## src/rtl/sa_axi_burst_master.sv

```systemverilog
// AXI4 burst self-test master: writes C_NUM_BURSTS incrementing bursts, reads them back and compares.
// Define SA_AXI_MST_PERF_EN to add the TXN_CYCLES run-length counter output.
module sa_axi_burst_master #(
    parameter logic [31:0] C_M_TARGET_BASE_ADDR = 32'h4000_0000,
    parameter int          C_M_AXI_ADDR_WIDTH   = 32'sd32,
    parameter int          C_M_AXI_DATA_WIDTH   = 32'sd32,
    parameter int          C_M_AXI_BURST_LEN    = 32'sd8,
    parameter int          C_NUM_BURSTS         = 32'sd4
) (
`ifdef SA_AXI_MST_PERF_EN
    output logic [31:0]                     TXN_CYCLES,
`endif
    input  logic                            ACLK,
    input  logic                            ARESETN,
    input  logic                            INIT_AXI_TXN,
    output logic                            TXN_DONE,
    output logic                            ERROR,
    output logic [C_M_AXI_ADDR_WIDTH-1:0]   M_AXI_AWADDR,
    output logic [7:0]                      M_AXI_AWLEN,
    output logic [2:0]                      M_AXI_AWSIZE,
    output logic [1:0]                      M_AXI_AWBURST,
    output logic                            M_AXI_AWVALID,
    input  logic                            M_AXI_AWREADY,
    output logic [C_M_AXI_DATA_WIDTH-1:0]   M_AXI_WDATA,
    output logic [C_M_AXI_DATA_WIDTH/8-1:0] M_AXI_WSTRB,
    output logic                            M_AXI_WLAST,
    output logic                            M_AXI_WVALID,
    input  logic                            M_AXI_WREADY,
    input  logic [1:0]                      M_AXI_BRESP,
    input  logic                            M_AXI_BVALID,
    output logic                            M_AXI_BREADY,
    output logic [C_M_AXI_ADDR_WIDTH-1:0]   M_AXI_ARADDR,
    output logic [7:0]                      M_AXI_ARLEN,
    output logic [2:0]                      M_AXI_ARSIZE,
    output logic [1:0]                      M_AXI_ARBURST,
    output logic                            M_AXI_ARVALID,
    input  logic                            M_AXI_ARREADY,
    input  logic [C_M_AXI_DATA_WIDTH-1:0]   M_AXI_RDATA,
    input  logic [1:0]                      M_AXI_RRESP,
    input  logic                            M_AXI_RLAST,
    input  logic                            M_AXI_RVALID,
    output logic                            M_AXI_RREADY
);

    localparam int BYTES       = C_M_AXI_DATA_WIDTH / 32'sd8;
    localparam int BURST_BYTES = C_M_AXI_BURST_LEN * BYTES;
    localparam logic [7:0] LAST_BEAT  = 8'(C_M_AXI_BURST_LEN - 32'sd1);
    localparam logic [9:0] LAST_BURST = 10'(C_NUM_BURSTS - 32'sd1);
    localparam logic [C_M_AXI_ADDR_WIDTH-1:0] BASE_A   = C_M_AXI_ADDR_WIDTH'(C_M_TARGET_BASE_ADDR);
    localparam logic [C_M_AXI_ADDR_WIDTH-1:0] STRIDE_A = C_M_AXI_ADDR_WIDTH'(BURST_BYTES);

    if (C_M_AXI_DATA_WIDTH != 32'sd32 && C_M_AXI_DATA_WIDTH != 32'sd64 &&
        C_M_AXI_DATA_WIDTH != 32'sd128) begin : g_bad_width
        $error("sa_axi_burst_master: C_M_AXI_DATA_WIDTH must be 32, 64 or 128");
    end
    if (C_M_AXI_BURST_LEN < 32'sd1 || C_M_AXI_BURST_LEN > 32'sd256) begin : g_bad_len
        $error("sa_axi_burst_master: C_M_AXI_BURST_LEN must be 1..256");
    end
    if (BURST_BYTES > 32'sd4096) begin : g_bad_4k
        $error("sa_axi_burst_master: a burst must not exceed 4096 bytes");
    end
    if (C_NUM_BURSTS < 32'sd1 || C_NUM_BURSTS > 32'sd1024) begin : g_bad_num
        $error("sa_axi_burst_master: C_NUM_BURSTS must be 1..1024");
    end
    if ((C_M_TARGET_BASE_ADDR % BURST_BYTES) != 32'd0) begin : g_bad_base
        $error("sa_axi_burst_master: base address must be burst aligned");
    end

    typedef enum logic [2:0] {
        ST_IDLE    = 3'd0,
        ST_WR_ADDR = 3'd1,
        ST_WR_DATA = 3'd2,
        ST_WR_RESP = 3'd3,
        ST_RD_ADDR = 3'd4,
        ST_RD_DATA = 3'd5,
        ST_DONE    = 3'd6
    } state_t;

    state_t                          state_r;
    logic                            init_q_r;
    logic                            rise_s;
    logic                            start_s;
    logic                            rd_err_s;
    logic                            last_beat_s;
    logic                            last_burst_s;
    logic [7:0]                      beat_r;
    logic [9:0]                      burst_r;
    logic [31:0]                     wval_r;
    logic [31:0]                     rexp_r;
    logic [C_M_AXI_ADDR_WIDTH-1:0]   burst_addr_s;
    logic [C_M_AXI_ADDR_WIDTH-1:0]   awaddr_r;
    logic [C_M_AXI_ADDR_WIDTH-1:0]   araddr_r;
    logic [7:0]                      awlen_r;
    logic [7:0]                      arlen_r;
    logic                            awvalid_r;
    logic                            arvalid_r;
    logic [C_M_AXI_DATA_WIDTH-1:0]   wdata_r;
    logic                            wlast_r;
    logic                            wvalid_r;
    logic                            bready_r;
    logic                            rready_r;
    logic                            txn_done_r;
    logic                            error_r;
    logic                            unused_ok_s;

    assign rise_s       = INIT_AXI_TXN & ~init_q_r;
    assign start_s      = rise_s & ((state_r == ST_IDLE) | (state_r == ST_DONE));
    assign last_beat_s  = (beat_r == LAST_BEAT);
    assign last_burst_s = (burst_r == LAST_BURST);
    assign burst_addr_s = BASE_A + C_M_AXI_ADDR_WIDTH'(burst_r) * STRIDE_A;
    assign unused_ok_s  = ^{M_AXI_BRESP[0], M_AXI_RRESP[0]};

    // Checks one accepted read beat: response code, data pattern and RLAST placement.
    always_comb begin
        rd_err_s = 1'b0;
        if (M_AXI_RRESP[1]) begin
            rd_err_s = 1'b1;
        end else if (M_AXI_RDATA != C_M_AXI_DATA_WIDTH'(rexp_r)) begin
            rd_err_s = 1'b1;
        end else if (M_AXI_RLAST != last_beat_s) begin
            rd_err_s = 1'b1;
        end else begin
            rd_err_s = 1'b0;
        end
    end

    // Run sequencer: write phase, read-back phase, and all registered channel outputs.
    always_ff @(posedge ACLK or negedge ARESETN) begin
        if (!ARESETN) begin
            state_r    <= ST_IDLE;
            init_q_r   <= 1'b0;
            beat_r     <= 8'd0;
            burst_r    <= 10'd0;
            wval_r     <= 32'd0;
            rexp_r     <= 32'd0;
            awaddr_r   <= '0;
            araddr_r   <= '0;
            awlen_r    <= 8'd0;
            arlen_r    <= 8'd0;
            awvalid_r  <= 1'b0;
            arvalid_r  <= 1'b0;
            wdata_r    <= '0;
            wlast_r    <= 1'b0;
            wvalid_r   <= 1'b0;
            bready_r   <= 1'b0;
            rready_r   <= 1'b0;
            txn_done_r <= 1'b0;
            error_r    <= 1'b0;
        end else begin
            init_q_r <= INIT_AXI_TXN;
            case (state_r)
                ST_IDLE, ST_DONE: begin
                    if (start_s) begin
                        txn_done_r <= 1'b0;
                        error_r    <= 1'b0;
                        beat_r     <= 8'd0;
                        burst_r    <= 10'd0;
                        wval_r     <= 32'd1;
                        rexp_r     <= 32'd1;
                        state_r    <= ST_WR_ADDR;
                    end else begin
                        state_r <= state_r;
                    end
                end
                ST_WR_ADDR: begin
                    if (!awvalid_r) begin
                        awvalid_r <= 1'b1;
                        awaddr_r  <= burst_addr_s;
                        awlen_r   <= LAST_BEAT;
                    end else if (M_AXI_AWREADY) begin
                        awvalid_r <= 1'b0;
                        beat_r    <= 8'd0;
                        state_r   <= ST_WR_DATA;
                    end else begin
                        awvalid_r <= 1'b1;
                    end
                end
                ST_WR_DATA: begin
                    // WVALID is low only on the first cycle of the state.
                    if (!wvalid_r) begin
                        wvalid_r <= 1'b1;
                        wdata_r  <= C_M_AXI_DATA_WIDTH'(wval_r);
                        wlast_r  <= last_beat_s;
                        wval_r   <= wval_r + 32'd1;
                    end else if (M_AXI_WREADY) begin
                        if (wlast_r) begin
                            wvalid_r <= 1'b0;
                            wlast_r  <= 1'b0;
                            beat_r   <= 8'd0;
                            bready_r <= 1'b1;
                            state_r  <= ST_WR_RESP;
                        end else begin
                            wdata_r <= C_M_AXI_DATA_WIDTH'(wval_r);
                            wval_r  <= wval_r + 32'd1;
                            wlast_r <= ((beat_r + 8'd1) == LAST_BEAT);
                            beat_r  <= beat_r + 8'd1;
                        end
                    end else begin
                        wvalid_r <= 1'b1;
                    end
                end
                ST_WR_RESP: begin
                    if (M_AXI_BVALID && bready_r) begin
                        error_r  <= error_r | M_AXI_BRESP[1];
                        bready_r <= 1'b0;
                        if (last_burst_s) begin
                            burst_r <= 10'd0;
                            state_r <= ST_RD_ADDR;
                        end else begin
                            burst_r <= burst_r + 10'd1;
                            state_r <= ST_WR_ADDR;
                        end
                    end else begin
                        state_r <= state_r;
                    end
                end
                ST_RD_ADDR: begin
                    if (!arvalid_r) begin
                        arvalid_r <= 1'b1;
                        araddr_r  <= burst_addr_s;
                        arlen_r   <= LAST_BEAT;
                    end else if (M_AXI_ARREADY) begin
                        arvalid_r <= 1'b0;
                        rready_r  <= 1'b1;
                        beat_r    <= 8'd0;
                        state_r   <= ST_RD_DATA;
                    end else begin
                        arvalid_r <= 1'b1;
                    end
                end
                ST_RD_DATA: begin
                    // Burst end is counted locally so a missing RLAST cannot stall the run.
                    if (M_AXI_RVALID && rready_r) begin
                        error_r <= error_r | rd_err_s;
                        rexp_r  <= rexp_r + 32'd1;
                        if (last_beat_s) begin
                            rready_r <= 1'b0;
                            beat_r   <= 8'd0;
                            if (last_burst_s) begin
                                burst_r    <= 10'd0;
                                txn_done_r <= 1'b1;
                                state_r    <= ST_DONE;
                            end else begin
                                burst_r <= burst_r + 10'd1;
                                state_r <= ST_RD_ADDR;
                            end
                        end else begin
                            beat_r <= beat_r + 8'd1;
                        end
                    end else begin
                        state_r <= state_r;
                    end
                end
                default: begin
                    state_r <= ST_IDLE;
                end
            endcase
        end
    end

`ifdef SA_AXI_MST_PERF_EN
    logic [31:0] cycles_r;

    // Counts active run cycles, saturating rather than wrapping.
    always_ff @(posedge ACLK or negedge ARESETN) begin
        if (!ARESETN) begin
            cycles_r <= 32'd0;
        end else if (start_s) begin
            cycles_r <= 32'd0;
        end else if ((state_r != ST_IDLE) && (state_r != ST_DONE) && (cycles_r != 32'hFFFF_FFFF)) begin
            cycles_r <= cycles_r + 32'd1;
        end else begin
            cycles_r <= cycles_r;
        end
    end

    assign TXN_CYCLES = cycles_r;
`endif

    assign TXN_DONE      = txn_done_r;
    assign ERROR         = error_r;
    assign M_AXI_AWADDR  = awaddr_r;
    assign M_AXI_AWLEN   = awlen_r;
    assign M_AXI_AWSIZE  = 3'($clog2(BYTES));
    assign M_AXI_AWBURST = 2'b01;
    assign M_AXI_AWVALID = awvalid_r;
    assign M_AXI_WDATA   = wdata_r;
    assign M_AXI_WSTRB   = '1;
    assign M_AXI_WLAST   = wlast_r;
    assign M_AXI_WVALID  = wvalid_r;
    assign M_AXI_BREADY  = bready_r;
    assign M_AXI_ARADDR  = araddr_r;
    assign M_AXI_ARLEN   = arlen_r;
    assign M_AXI_ARSIZE  = 3'($clog2(BYTES));
    assign M_AXI_ARBURST = 2'b01;
    assign M_AXI_ARVALID = arvalid_r;
    assign M_AXI_RREADY  = rready_r;

endmodule

```

## config.mk

```make
export PLATFORM = sky130hd
export DESIGN_NAME = sa_axi_burst_master
export DESIGN_NICKNAME = d
export VERILOG_FILES = /design/src/rtl/sa_axi_burst_master.sv
export SDC_FILE = /design/constraint.sdc
export NUM_CORES = 1
export LEC_CHECK = 0
export ABC_AREA = 0
export BUFFER_PORTS_ARGS = -buffer_cell sky130_fd_sc_hd__buf_2
export CAP_MARGIN = 0
export CORE_ASPECT_RATIO = 0.6
export CORE_MARGIN = 1
export CORE_UTILIZATION = 50
export DETAILED_ROUTE_END_ITERATION = 16
export HOLD_SLACK_MARGIN = 0.02
export PLACE_DENSITY = 0.77
export REMOVE_ABC_BUFFERS = 1
export SLEW_MARGIN = 20
export SYNTH_ARGS = -nofsm -noshare
export SYNTH_HDL_FRONTEND = slang
export SYNTH_SLANG_ARGS = --single-unit
export TNS_END_PERCENT = 10
```

## constraint.sdc

```tcl
create_clock -name ACLK -period 2.13 [get_ports ACLK]
set_input_delay 0.1065 -clock ACLK [delete_from_list [all_inputs] [get_ports ACLK]]
set_output_delay 0.1065 -clock ACLK [all_outputs]
set_load 0.02 [all_outputs]
```

==> flow_summary_export.csv <==
group,metric,value,unit
status,status,"finished with violations",
status,violations,"negative setup slack",
power_and_ir_drop,switchingPower,1.55,mW
critical_path,cp-start-kind,"flip-flop",
critical_path,crit_fanout,8,
drt,avgViaCountPerCell,5.68,
floorplanning,row_count,35,
power_and_ir_drop,p_int,4.66,mW
drt,drt_iter0_drc,578,
clock_tree,root_buffer,"clkbuf_16",
finish,final_layout_size_suffix_gt1_frac,0.317,
min_path,hold_depth,4,
sta,worst_slack,-0.0531,ns
finish,num-fill-cells,1216,
sta,period_share,1.02,
critical_path,end_kind,"flip-flop",
clock_tree,cts_tree,"done",
floorplanning,fp.dieArea,16800,sq um
synth,synth.largest_area_cell,"dfrtp_1",
placement,dp_hpwl,14700,microns
global_routing,grt_first_pass_wirelength,33800,microns
sta,tightest_slew,0.507,ns
finish,area_delta_synth_final,23.8,%
synth,synth_cell_types,58,
drt,ant_nets,0,
placement,place_area,9250,sq um
power_and_ir_drop,power_frac_comb,0.042,
floorplanning,pin_count,179,
synth,syn_area,8150,sq um
synth,ys.warnings.count,0,
drt,wl,21000,microns
floorplanning,start_util,0.522,
synth,synth_edf_count,0,
sta,fin_skew,0.0171,ns
critical_path,reg2regPathDepth,5,
placement,io_buffers,110,
power_and_ir_drop,p_leak,4.76,nW
finish,fin_nets,1075,
synth,avgSynthCellArea,9.70,sq um
critical_path,path_class,"flip-flop to flip-flop",
finish,fin_util,0.646,
synth,ys_ff_latch,148,
clock_tree,worst_skew_pair.late_latency,0.43,ns
flow_run,cap_violations,0,
synth,yosysTopAreaCellShare,0.454,
power_and_ir_drop,switching_share,0.249,
finish,layoutNonFillerInstCount,1241,
power_and_ir_drop,ir_worst_vdd,0.414,mV
clock_tree,cts.sinks,148,
synth,synth_cells,841,
synth,seq_area_frac_synth,0.454,
sta,relSlewSlack,0.661,
synth,synth_flop_cell,"dfrtp_1",
critical_path,r2r-end,"wval_r[24]",
synth,synth.most_common_cell,"dfrtp_1",
sta,final_hold_viol_count,0,
power_and_ir_drop,p_clk_frac,0.505,
floorplanning,core_area,15600,sq um
synth,ys_top_cells_by_count,"dfrtp_1, buf_4, o21ai_0, mux2_2, nand2_1",
clock_tree,cts.clk_slew.worst_paths,0.07,ns
clock_tree,htree_levels,4,
global_routing,grt_pass1_vias,6490,
placement,dp_cells,1201,
global_routing,grt_max_degree,50,
critical_path,cp-startpoint,"wval_r[18]",
finish,diodes,0,
placement,preCtsSetupSlack,-0.117,ns
placement,place_congestion,0.872,
finish,final_area,10100,sq um
sta,grt_setup_unrepaired,"true",
critical_path,cp.required,2.48,ns
sta,drv_slew,0,
floorplanning,die_h,101,microns
clock_tree,cts_inserted_buffers,17,
synth,async_reset_ff_frac,1.00,
drt,num_vias,7049,
drt,dr.pass1.iters,5,
sta,fin_setup_tns,-0.155,ns
critical_path,cp-endpoint,"wval_r[24]",
drt,route.detailed.drc,0,
sta,finalSetupViolCount,4,
global_routing,overflow,0,
synth,synth_area_leaders,"dfrtp_1, mux2_2, buf_4, o21ai_0, xnor2_1",
power_and_ir_drop,total_power,6.21,mW
sta,post-route-min-period,2.18,ns
global_routing,grt_use_total,0.254,
sta,worst_hold_slack,0.0387,ns
power_and_ir_drop,p_per_area,615,nW/um^2
drt,avgRoutedWirePerCell,17.0,microns
sta,fmax,458,MHz
global_routing,antenna_found_initial,0,
critical_path,regToRegSetupSlack,-0.05,ns
power_and_ir_drop,pwr-share-seq,0.453,
floorplanning,die_w,167,microns
clock_tree,clockBufferDepth,2,
critical_path,r2r-start,"wval_r[18]",
min_path,hold_class,"input pin to flip-flop",
critical_path,cp.arrival,2.53,ns
==> cell type report <==
type	instances	area, sq um	share of cell area
flip-flops and latches	148	3710	0.367
well taps	203	254	0.0252
inverters	14	52.6	0.00521
clock buffers	17	425	0.0421
clock inverters	15	189	0.0187
multi-input cells	631	4070	0.403
repair buffers	213	1400	0.139
==> how the worst min path moves through the flow <==
stage | endpoint | slack [ns] | from
global placement | rexp_r[29] | 0.09 | ARESETN
CTS | M_AXI_BREADY | 0.02 | M_AXI_BVALID
detailed placement | wval_r[6] | 0.09 | ARESETN
finish | M_AXI_BREADY | 0.04 | M_AXI_BVALID
global route | M_AXI_BREADY | 0.04 | M_AXI_BVALID
floorplan | ERROR | -0.19 | ARESETN
==> per-layer routing <==
layer  global-route usage  part of all wire  up-vias
met4               0.0712             0.010        0
met5                    0                 0        -
met1                0.381              0.48     3465
met3               0.0503             0.068       24
met2                0.370              0.44      278
li1                     -                 -     3282
==> what timing repair did <==
| item | 4_1_cts | 5_1_grt |
|---|---|---|
| setup buffers | 1 | 3 |
| cloned | 0 | 1 |
| pin swaps | 15 | 11 |
| hold endpoints to repair | 49 | 0 |
| endpoints found under the setup margin | 25 | 71 |
| hold buffers | 3 | 0 |
| resized for setup | 12 | 24 |
==> critical path, cell delays in order (launching register included) <==
cell and delay, ns:
dfrtp_1 0.39, nand3_2 0.11, or4_4 0.53, or4_4 0.59, or3_1 0.34, a21oi_1 0.15
==> cell usage in the layout, fill, tap and decap left out, drive strengths merged, types with 6 or more instances in the layout <==
cell type,n
buf,210
dfrtp,148
o21ai,68
conb,66
mux2,54
nand2,52
a21oi,47
nor2,43
nand3,43
xnor2,33
or3,26
nand4,21
inv,21
xor2,20
o31ai,19
clkbuf,17
or4,17
nor4,16
nand2b,16
and3,15
nor3,11
o211ai,6
nor2b,6
==> registers in the layout (all words and copies together) (netlist names), 3 cells and up <==
| register | count |
|---|---|
| M_AXI_ARADDR | 11 |
| M_AXI_AWADDR | 10 |
| M_AXI_WDATA | 32 |
| beat_r | 8 |
| burst_r | 10 |
| rexp_r | 32 |
| state_r | 3 |
| wval_r | 32 |
==> power groups by stage <==
stage	Clock, mW	Combinational [mW]	Sequential [mW]
floorplan	0	0.129	2.87
detailed placement	0	0.253	2.87
global route	3.31	0.285	2.81
finish	3.14	0.258	2.81
global placement	0	0.251	2.87
CTS	3.19	0.258	2.81
==> logic make-up (layout without fill, tap and decap cells) <==
family,count (synthesis),after routing,share of synthesized area
DFF,148,148,0.454
AOI/OAI and AO/OA,167,167,0.121
and+or+nand+nor,284,285,0.187
adders and majority gates,5,5,0.00767
other,2,66,0.000921
muxes,55,55,0.0758
xor gates and xnor gates,53,53,0.0569
buffers and inverters,127,259,0.0964
No activity file was read; power rests on OpenSTA's default activity.
